--- src/rtl/seq_alu.sv ---
// ---------------------------------------------------------------------------
// seq_alu -- multi-cycle datapath ALU with a START/BUSY/DONE handshake.
//
// Single-cycle ops (FWD, ADD, AND, OR, SUB) and illegal codes complete on the
// capture edge. Shifts (SLL, SRL, SRA, ROR) move one bit per cycle. The
// optional MUL runs DATA_W shift-add steps.
//
// Handshake: START is sampled on a rising CLK edge only while BUSY=0; OP,
// DATA1 and DATA2 are captured on that same edge. While BUSY=1 every input
// is ignored, and a START seen then is dropped rather than queued. DONE
// pulses for one cycle when RESULT/ZERO/ILLEGAL update. BUSY is already low
// in that cycle, so a new START is accepted on the next edge.
//
// Optional feature macro: SEQ_ALU_MUL_EN
//   defined   -> OP 9 is an unsigned multiply (low DATA_W bits kept)
//   undefined -> no multiplier; OP 9 completes at once as an illegal op
//
// Ports:
//   CLK      in   rising-edge clock
//   RESET    in   synchronous, active-high reset
//   START    in   operation request
//   OP       in   [3:0] operation code
//   DATA1    in   [DATA_W-1:0] first operand
//   DATA2    in   [DATA_W-1:0] second operand / shift amount
//   BUSY     out  multi-cycle operation in progress (FSM is in RUN)
//   DONE     out  one-cycle completion pulse
//   RESULT   out  [DATA_W-1:0] registered result
//   ZERO     out  registered RESULT==0
//   ILLEGAL  out  last completed OP was unsupported
// ---------------------------------------------------------------------------
module seq_alu #(
    parameter int DATA_W = 8
) (
    input  logic              CLK,
    input  logic              RESET,
    input  logic              START,
    input  logic [3:0]        OP,
    input  logic [DATA_W-1:0] DATA1,
    input  logic [DATA_W-1:0] DATA2,
    output logic              BUSY,
    output logic              DONE,
    output logic [DATA_W-1:0] RESULT,
    output logic              ZERO,
    output logic              ILLEGAL
);

    localparam int CNT_W = $clog2(DATA_W + 1);

    localparam logic [3:0] OP_FWD = 4'd0;
    localparam logic [3:0] OP_ADD = 4'd1;
    localparam logic [3:0] OP_AND = 4'd2;
    localparam logic [3:0] OP_OR  = 4'd3;
    localparam logic [3:0] OP_SUB = 4'd4;
    localparam logic [3:0] OP_SLL = 4'd5;
    localparam logic [3:0] OP_SRL = 4'd6;
    localparam logic [3:0] OP_SRA = 4'd7;
    localparam logic [3:0] OP_ROR = 4'd8;
`ifdef SEQ_ALU_MUL_EN
    localparam logic [3:0] OP_MUL = 4'd9;
`endif

    // DATA_W widened by one bit so it can be compared against DATA2.
    localparam logic [DATA_W:0] W_EXT = (DATA_W + 1)'(DATA_W);

    typedef enum logic {
        S_IDLE = 1'b0,
        S_RUN  = 1'b1
    } state_t;

    state_t              state_q, state_d;
    logic [3:0]          op_q, op_d;
    logic [CNT_W-1:0]    cnt_q, cnt_d;
    logic [DATA_W-1:0]   a_q, a_d;        // shifted operand / multiplicand
`ifdef SEQ_ALU_MUL_EN
    logic [DATA_W-1:0]   b_q, b_d;        // multiplier, consumed LSB first
    logic [DATA_W-1:0]   acc_q, acc_d;    // low half of the product
`endif
    logic                done_q, done_d;
    logic [DATA_W-1:0]   result_q, result_d;
    logic                zero_q, zero_d;
    logic                illegal_q, illegal_d;

    // Shift counts derived from DATA2 at capture time.
    logic [CNT_W-1:0]    n_lin;
    logic [CNT_W-1:0]    n_rot;

    // Completion request raised by either FSM state.
    logic                fin;
    logic [DATA_W-1:0]   fin_val;
    logic                fin_ill;

    // Linear shifts saturate at DATA_W; rotates wrap modulo DATA_W.
    assign n_lin = ({1'b0, DATA2} >= W_EXT) ? CNT_W'(DATA_W) : CNT_W'(DATA2);
    assign n_rot = CNT_W'(DATA2 % DATA_W);

    always_comb begin
        state_d   = state_q;
        op_d      = op_q;
        cnt_d     = cnt_q;
        a_d       = a_q;
`ifdef SEQ_ALU_MUL_EN
        b_d       = b_q;
        acc_d     = acc_q;
`endif
        done_d    = 1'b0;
        result_d  = result_q;
        zero_d    = zero_q;
        illegal_d = illegal_q;
        fin       = 1'b0;
        fin_val   = '0;
        fin_ill   = 1'b0;

        case (state_q)
            S_IDLE: begin
                if (START) begin
                    op_d = OP;
                    a_d  = DATA1;
`ifdef SEQ_ALU_MUL_EN
                    b_d   = DATA2;
                    acc_d = '0;
`endif
                    case (OP)
                        OP_FWD: begin fin = 1'b1; fin_val = DATA2;          end
                        OP_ADD: begin fin = 1'b1; fin_val = DATA1 + DATA2;  end
                        OP_AND: begin fin = 1'b1; fin_val = DATA1 & DATA2;  end
                        OP_OR:  begin fin = 1'b1; fin_val = DATA1 | DATA2;  end
                        OP_SUB: begin fin = 1'b1; fin_val = DATA1 - DATA2;  end
                        OP_SLL, OP_SRL, OP_SRA: begin
                            if (n_lin == '0) begin
                                fin     = 1'b1;
                                fin_val = DATA1;
                            end else begin
                                cnt_d   = n_lin;
                                state_d = S_RUN;
                            end
                        end
                        OP_ROR: begin
                            if (n_rot == '0) begin
                                fin     = 1'b1;
                                fin_val = DATA1;
                            end else begin
                                cnt_d   = n_rot;
                                state_d = S_RUN;
                            end
                        end
`ifdef SEQ_ALU_MUL_EN
                        OP_MUL: begin
                            cnt_d   = CNT_W'(DATA_W);
                            state_d = S_RUN;
                        end
`endif
                        default: begin
                            // Unsupported code: zero result flagged illegal.
                            fin     = 1'b1;
                            fin_ill = 1'b1;
                        end
                    endcase
                end
            end

            S_RUN: begin
                cnt_d = cnt_q - CNT_W'(1);
                case (op_q)
                    OP_SLL: a_d = {a_q[DATA_W-2:0], 1'b0};
                    OP_SRL: a_d = {1'b0, a_q[DATA_W-1:1]};
                    OP_SRA: a_d = {a_q[DATA_W-1], a_q[DATA_W-1:1]};
                    OP_ROR: a_d = {a_q[0], a_q[DATA_W-1:1]};
`ifdef SEQ_ALU_MUL_EN
                    OP_MUL: begin
                        // Bits of the product above DATA_W-1 never reach
                        // RESULT, so a DATA_W-wide accumulator suffices.
                        acc_d = b_q[0] ? (acc_q + a_q) : acc_q;
                        a_d   = {a_q[DATA_W-2:0], 1'b0};
                        b_d   = {1'b0, b_q[DATA_W-1:1]};
                    end
`endif
                    default: a_d = a_q;
                endcase

                // The edge that takes the counter from 1 to 0 completes.
                if (cnt_q == CNT_W'(1)) begin
                    fin     = 1'b1;
                    fin_val = a_d;
`ifdef SEQ_ALU_MUL_EN
                    if (op_q == OP_MUL) begin
                        fin_val = acc_d;
                    end
`endif
                    state_d = S_IDLE;
                end
            end
        endcase

        if (fin) begin
            done_d    = 1'b1;
            result_d  = fin_val;
            zero_d    = (fin_val == '0);
            illegal_d = fin_ill;
        end
    end

    always_ff @(posedge CLK) begin
        if (RESET) begin
            state_q   <= S_IDLE;
            op_q      <= OP_FWD;
            cnt_q     <= '0;
            a_q       <= '0;
`ifdef SEQ_ALU_MUL_EN
            b_q       <= '0;
            acc_q     <= '0;
`endif
            done_q    <= 1'b0;
            result_q  <= '0;
            zero_q    <= 1'b1;
            illegal_q <= 1'b0;
        end else begin
            state_q   <= state_d;
            op_q      <= op_d;
            cnt_q     <= cnt_d;
            a_q       <= a_d;
`ifdef SEQ_ALU_MUL_EN
            b_q       <= b_d;
            acc_q     <= acc_d;
`endif
            done_q    <= done_d;
            result_q  <= result_d;
            zero_q    <= zero_d;
            illegal_q <= illegal_d;
        end
    end

    assign BUSY    = (state_q == S_RUN);
    assign DONE    = done_q;
    assign RESULT  = result_q;
    assign ZERO    = zero_q;
    assign ILLEGAL = illegal_q;

endmodule

--- config.mk ---
export PLATFORM = sky130hd
export DESIGN_NAME = seq_alu
export DESIGN_NICKNAME = d
export VERILOG_FILES = /design/src/rtl/seq_alu.sv
export SDC_FILE = /design/constraint.sdc
export NUM_CORES = 1
export LEC_CHECK = 0
export CAP_MARGIN = 30
export CORE_MARGIN = 4
export CORE_UTILIZATION = 60
export CTS_CLUSTER_DIAMETER = 30
export CTS_CLUSTER_SIZE = 14
export DETAILED_ROUTE_END_ITERATION = 8
export GPL_TIMING_DRIVEN = 0
export PLACE_DENSITY = 0.87
export SETUP_SLACK_MARGIN = 0.05
export SLEW_MARGIN = 25
export SYNTH_ARGS = -nofsm -noshare
export SYNTH_HDL_FRONTEND = slang
export SYNTH_SLANG_ARGS = --single-unit
--- constraint.sdc ---
create_clock -name CLK -period 4.69 [get_ports CLK]
set_input_delay 0.938 -clock CLK [delete_from_list [all_inputs] [get_ports CLK]]
set_output_delay 0.938 -clock CLK [all_outputs]
set_load 0.005 [all_outputs]
Word level (Yosys, flattened, before mapping) --
Index checks and enable logic that the tools add are counted.
Cells by class: muxes and demuxes 31, order comparisons 1, div/mod/pow operators 0, equality and inequality tests 17, shift operators 0, reduce and logical (&&, ||, !) cells 8, bitwise gates (word level) 3, multipliers 0, $add $sub $neg 3
Operator list (count):
- 8-bit one-hot mux with 7 select lines | 1
- 8-bit two-way mux | 5
- 8-bit one-hot mux with 2 select lines | 2
- 8-bit one-hot mux with 4 select lines | 1
- 4-bit by 3-bit == test with 1-bit output (second input constant) | 7
- 4-bit two-way mux | 4
- 4-bit one-hot mux with 2 select lines | 2
- 4-bit zero test | 3
- 1-bit two-way mux | 12
- 9-bit OR reduction | 1
- 8-bit adder | 1
- 8-bit AND | 1
- 4-bit by 1-bit == test with 1-bit output (second input constant) | 2
- 4-bit by 2-bit == test with 1-bit output (second input constant) | 2
- 4-bit == test (second input constant) | 2
- 8-bit by 4-bit >= comparator with 1-bit output (second input constant) | 1
- 8-bit zero test | 1
- 8-bit bitwise OR | 1
- 1-bit one-hot mux with 2 select lines | 4
- 8-bit subtractor | 1
- 3-bit inequality test (second input constant) | 2
- 4-bit AND reduction | 1
- 4-bit by 1-bit subtractor with 4-bit output (second input constant) | 1
- 3-bit by 1-bit inequality test with 1-bit output (second input constant) | 1
- other kinds (4) | 4
Storage, ports and cells: input port bits 23, output and inout port bits 12, word-level logic and storage cells 71, bits in latches 0, bits in read-only memories 0, bits in registers 28, memory bits (writable) 0, memories kept 0

Depth between registers and ports, before layout --
depth after elaboration 8, depth in mapped cells 12, gate-level depth less buffers 12

Worst setup path after synthesis --
No wires, ideal clock.
kind input -> register, start point in OP[3], end point reg zero_q, in the netlist ZERO, required time 4621 ps, path slack 1273 ps, arrival 3348 ps, path buffers 1, library setup time 69 ps, stages on the path 11, cells stage by stage buf_6 -> nor4b_4 -> mux2_2 -> fa_1 -> nand2b_1 -> a21oi_1 -> a31oi_1 -> xnor2_1 -> a211oi_1 -> nand3_1 -> o21ai_1
On the way: cells in the longest elaborated chain, start to end 6, elaborated cells on any way between the ends 17, classes of those cells 8 x eq/ne; 6 x mux; 3 x reduce/logical
Ends and longest elaborated chain:
- from (decl) | line 37 | input logic [3:0] OP,
- 4-bit by 3-bit == test with 1-bit output | line 122 | case (OP)
- 3-bit OR reduction
- 8-bit one-hot mux with 7 select lines | line 122
- 8-bit two-way mux | line 115 | if (START) begin
- 8-bit one-hot mux with 2 select lines | line 113 | case (state_q)
- 8-bit zero test | line 197 | zero_d = (fin_val == '0);
- to (signal assigned) | line 227 | zero_q <= zero_d;
- to (decl) | line 80 | logic zero_q, zero_d;
Several ways; a longest one is shown, not always the timed one. A chain may end at the register's enable or synchronous reset.

Final worst setup path --
start point in OP[0], end point reg zero_q, in the netlist ZERO
Same word-level chain as after synthesis.

==> metrics.txt <==
# TYPE chip_impl_metric gauge
chip_impl_info{name="run_status",value="completed"} 1
chip_impl_info{name="final_common_cell",value="sky130_fd_sc_hd__nand2_1"} 1
chip_impl_info{name="cpMaxStageDelayCell",value="sky130_fd_sc_hd__nor4b_4"} 1
chip_impl_metric{name="ios",unit=""} 35
chip_impl_metric{name="synth-seq-area-share",unit="%"} 22.90
chip_impl_metric{name="yosys-mux-area-fraction",unit="%"} 1.278
chip_impl_metric{name="async_reset_ff_share",unit="%"} 0
chip_impl_metric{name="reg2reg_slack",unit="ns"} 2.39
chip_impl_info{name="worst_r2r_endpoint",value="ZERO"} 1
chip_impl_metric{name="fp-row-count",unit=""} 22
chip_impl_metric{name="setup_viol_count_final",unit=""} 0
chip_impl_metric{name="max-slew-margin-rel",unit="%"} 35.87
chip_impl_metric{name="final.setup_skew",unit="ns"} 0.003899
chip_impl_info{name="root_buffer",value="sky130_fd_sc_hd__clkbuf_8"} 1
chip_impl_metric{name="numClockSinks",unit=""} 28
chip_impl_info{name="worst_path_dominant_cell_family",value="compound AO/OA/AOI/OAI gates"} 1
chip_impl_metric{name="buffer_ports.inserted",unit=""} 30
chip_impl_info{name="largest_family_of_logic_cells_by_synthesized_area",value="compound AO/OA/AOI/OAI gates"} 1
chip_impl_metric{name="finish.utilization",unit="%"} 75.79
chip_impl_metric{name="grt_first_pass_wirelength",unit="um"} 11550
chip_impl_metric{name="met3WireLength",unit="um"} 493
chip_impl_metric{name="max-vdd-ir-drop",unit="mV"} 0.2041
chip_impl_metric{name="powerDensity",unit="nW/um^2"} 241.5
chip_impl_info{name="cts_tree",value="yes"} 1
chip_impl_info{name="critical_path_class",value="in -> reg"} 1
chip_impl_metric{name="synthSimpleGateAreaFrac",unit="%"} 24.44
chip_impl_metric{name="hold_viol",unit=""} 0
chip_impl_metric{name="layout.nets",unit=""} 379
chip_impl_metric{name="cts_hold_buf",unit=""} 0
chip_impl_info{name="ys_flop_type",value="sky130_fd_sc_hd__dfxtp_1"} 1
chip_impl_metric{name="globalRouteOverflowTotal",unit=""} 0
chip_impl_metric{name="drt-pass1-iter-count",unit=""} 8
chip_impl_metric{name="yosysWarningCount",unit=""} 0
chip_impl_metric{name="synth_enable_flop_cells",unit=""} 0
chip_impl_info{name="topRoutingLayerUsed",value="met4"} 1
chip_impl_info{name="hold_path.startpoint",value="RESULT[4]"} 1
chip_impl_metric{name="final.hold.worst_slack",unit="ns"} 0.4587
chip_impl_metric{name="timing.critical_path.arrival",unit="ns"} 4.24
chip_impl_metric{name="vias_in_the_first_global_route",unit=""} 2428
chip_impl_metric{name="post-route-min-period",unit="ns"} 4.019
chip_impl_info{name="r2r_start",value="op_q[2]"} 1
chip_impl_metric{name="post-place-cells",unit=""} 385
chip_impl_metric{name="peak_freq",unit="MHz"} 248.8
chip_impl_metric{name="drtIter0Drc",unit=""} 293
chip_impl_metric{name="yosys.area_share.adder",unit="%"} 7.464
chip_impl_metric{name="pre_cts_ws",unit="ns"} 0.3526
chip_impl_metric{name="post_synth_xor_xnor_area",unit="%"} 4.959
chip_impl_metric{name="coreArea",unit="sq um"} 3799
chip_impl_metric{name="cts.repair_timing.setup_buffer_count",unit=""} 0
chip_impl_metric{name="detail_route.wirelength.met1",unit="um"} 2981
chip_impl_metric{name="cts_made_buffers",unit=""} 3
chip_impl_metric{name="gp_congestion",unit=""} 0.9281
chip_impl_metric{name="layout_setup_ws",unit="ns"} 0.6713
chip_impl_metric{name="dieArea",unit="sq um"} 5165
chip_impl_metric{name="die_h",unit="um"} 71.87
chip_impl_metric{name="share_of_final_layout_standard_cells_stronger_than_drive_strength_1",unit="%"} 9.091
chip_impl_metric{name="largest_net_degree_at_the_start_of_global_routing",unit=""} 17
chip_impl_info{name="critical_path.endpoint_type",value="flop"} 1
chip_impl_metric{name="detailed_place_hpwl",unit="um"} 5356
chip_impl_metric{name="route.final.wire_length",unit="um"} 6842
chip_impl_metric{name="fin_tns_setup",unit="ns"} 0
chip_impl_info{name="worst_setup_path_start_kind",value="input pin"} 1
chip_impl_metric{name="initial_utilization",unit="%"} 64.43
chip_impl_metric{name="fin_crit_sh",unit="%"} 85.69
chip_impl_metric{name="worst_hold_path.num_cells",unit=""} 2
chip_impl_metric{name="critPathRequiredTime",unit="ns"} 4.91
chip_impl_metric{name="htree_levels",unit=""} 1
chip_impl_info{name="unrepaired_setup_endpoints_after_global_routing",value="false"} 1
chip_impl_metric{name="final_antenna_net_count",unit=""} 0
chip_impl_metric{name="cts.reportedPaths.clkPinSlew",unit="ns"} 0.10
chip_impl_metric{name="detailroute.wirelength.met2",unit="um"} 3193
chip_impl_metric{name="avgViaCountPerCell",unit=""} 6.455
chip_impl_metric{name="dr_wl_cell",unit="um"} 17.59
chip_impl_metric{name="grt_antenna_before_repair",unit=""} 0
chip_impl_metric{name="post_synth_num_cell_types",unit=""} 67
chip_impl_metric{name="die_x",unit="um"} 71.87
chip_impl_metric{name="clkLatencyLatePin",unit="ns"} 0.28
chip_impl_metric{name="gr-usage-all-layers",unit="%"} 27.71
chip_impl_info{name="hold_path.class",value="reg -> reg"} 1
chip_impl_info{name="cp_cell_sequence",value="clkdlybuf4s50_1, buf_6, nor4b_4, mux2_2, fa_1, nand2b_1, a21oi_1, a31oi_1, xnor2_1, a211oi_1, nand3_1, o21ai_1"} 1
chip_impl_metric{name="syn_nets",unit=""} 344
chip_impl_metric{name="detailroute.via_count",unit=""} 2511
chip_impl_metric{name="drv_cap",unit=""} 0
chip_impl_metric{name="critical_path.max_stage_delay",unit="ns"} 0.50
chip_impl_metric{name="synth_cells",unit=""} 307
chip_impl_metric{name="cp_max_fanout",unit=""} 10
chip_impl_metric{name="timing_max_transition_violations_final",unit=""} 0
chip_impl_metric{name="synth_compound_gate_area_share",unit="%"} 32.36
chip_impl_metric{name="ys_ff_latch",unit=""} 28
chip_impl_metric{name="final_cell_count_no_fill",unit=""} 389
chip_impl_metric{name="post_synth.cell_area_avg",unit="sq um"} 7.972
chip_impl_info{name="min_to",value="RESULT[4]"} 1
chip_impl_metric{name="drt_drc_violations_left",unit=""} 0
chip_impl_metric{name="worstMarginPinSlew",unit="ns"} 0.9490
chip_impl_metric{name="syn-cell-area",unit="sq um"} 2447
chip_impl_metric{name="static-leakage-power",unit="nW"} 1.064
chip_impl_metric{name="cts_max_path_buffers",unit=""} 2
chip_impl_metric{name="synthToLayoutAreaGrowth",unit="%"} 17.64
chip_impl_metric{name="cts_resized",unit=""} 0
chip_impl_metric{name="ff2ff_path_depth",unit=""} 7
chip_impl_metric{name="critical_path_buf_inv_count",unit=""} 2
chip_impl_info{name="mostFrequentLayoutCells",value="32 x sky130_fd_sc_hd__nand2_1, 30 x sky130_fd_sc_hd__clkdlybuf4s50_1, 29 x sky130_fd_sc_hd__nor2_1"} 1
chip_impl_metric{name="antenna_cells_inserted",unit=""} 0
-- layout make-up --
| cell class | count | area (sq um) |
|---|---|---|
| Multi-Input combinational cell | 248 | 1725 |
| Clock inverter | 1 | 30.03 |
| Clock buffer | 3 | 41.29 |
| Timing Repair Buffer | 30 | 300.3 |
| Inverter | 15 | 56.30 |
| Tap cell | 48 | 60.06 |
| Fill cell | 295 | 919.6 |
| Sequential cell | 28 | 560.5 |
| Buffer | 16 | 105.1 |
-- through the flow --
step           instance area (sq um)  total power (W)
6_report                        2879        0.0006952
5_1_grt                         2879        0.0007305
4_1_cts                         2879        0.0006904
3_5_place_dp                    2808        0.0005022
3_3_place_gp                    2808        0.0004957
2_1_floorplan                   2447        0.0004261
-- state kept, by name, indices dropped and copies added (netlist names) --
| signal | flops |
|---|---|
| BUSY | 1 |
| DONE | 1 |
| ILLEGAL | 1 |
| RESULT | 8 |
| ZERO | 1 |
| a_q | 8 |
| cnt_q | 4 |
| op_q | 4 |
-- worst register-to-register path: cells and delay by family, from the launching register on --
| kind | cells | cell delay, ns |
|---|---|---|
| flip-flops | 1 | 0.49 |
| AND/OR/NAND/NOR | 4 | 1.30 |
| AO/OA/AOI/OAI | 3 | 0.44 |
-- synth_stat cells (6+ instances only) --
master                     instances  area share, %
sky130_fd_sc_hd__a211oi_1         19            5.8
sky130_fd_sc_hd__a21oi_1          26            5.3
sky130_fd_sc_hd__a222oi_1          6            2.5
sky130_fd_sc_hd__clkbuf_1          7            1.1
sky130_fd_sc_hd__dfxtp_1          28             23
sky130_fd_sc_hd__ha_1             13            6.6
sky130_fd_sc_hd__inv_1            15            2.3
sky130_fd_sc_hd__nand2_1          32            4.9
sky130_fd_sc_hd__nor2_1           29            4.4
sky130_fd_sc_hd__nor2b_1          13            3.3
sky130_fd_sc_hd__o21ai_0           9            1.8
sky130_fd_sc_hd__o31ai_1           7            2.1
sky130_fd_sc_hd__xnor2_1           9            3.2
-- logic make-up (layout without fill, tap and decap cells) --
| family | Yosys count | in the layout |
|---|---|---|
| DFF | 28 | 28 |
| adders and majority gates | 14 | 14 |
| and+or+nand+nor | 109 | 109 |
| muxes | 3 | 3 |
| AOI/OAI and AO/OA | 109 | 109 |
| xor gates and xnor gates | 13 | 13 |
| buffers and inverters | 31 | 65 |
-- per-layer routing --
metal	vias to the layer above	GRT usage (%)
li1	1216	-
met1	1167	37.57
met2	112	45.00
met3	16	2.805
met4	0	10.86
met5	-	0
-- report_power, final --
group,internal [W],switching [W],leakage [nW],total (W)
Clock,0.000114,0.0000791,0.0357,0.000194
Sequential,0.000254,0.0000149,0.230,0.000269
Combinational,0.000107,0.000126,0.799,0.000232
Total,0.000475,0.000220,1.06,0.000695
-- worst max-delay path by stage --
stage | startpoint | endpoint | slack (ns) | cells after the start
after floorplan | OP[3] | ZERO | 1.27 | 11
final | OP[0] | ZERO | 0.67 | 12
after CTS | OP[0] | ZERO | 0.64 | 12
after global routing | OP[1] | ZERO | 0.41 | 12
after detailed placement | OP[0] | ZERO | 0.35 | 12
after global placement | OP[0] | ZERO | 0.42 | 12
Note: power is estimated with default switching activity, not from simulation.
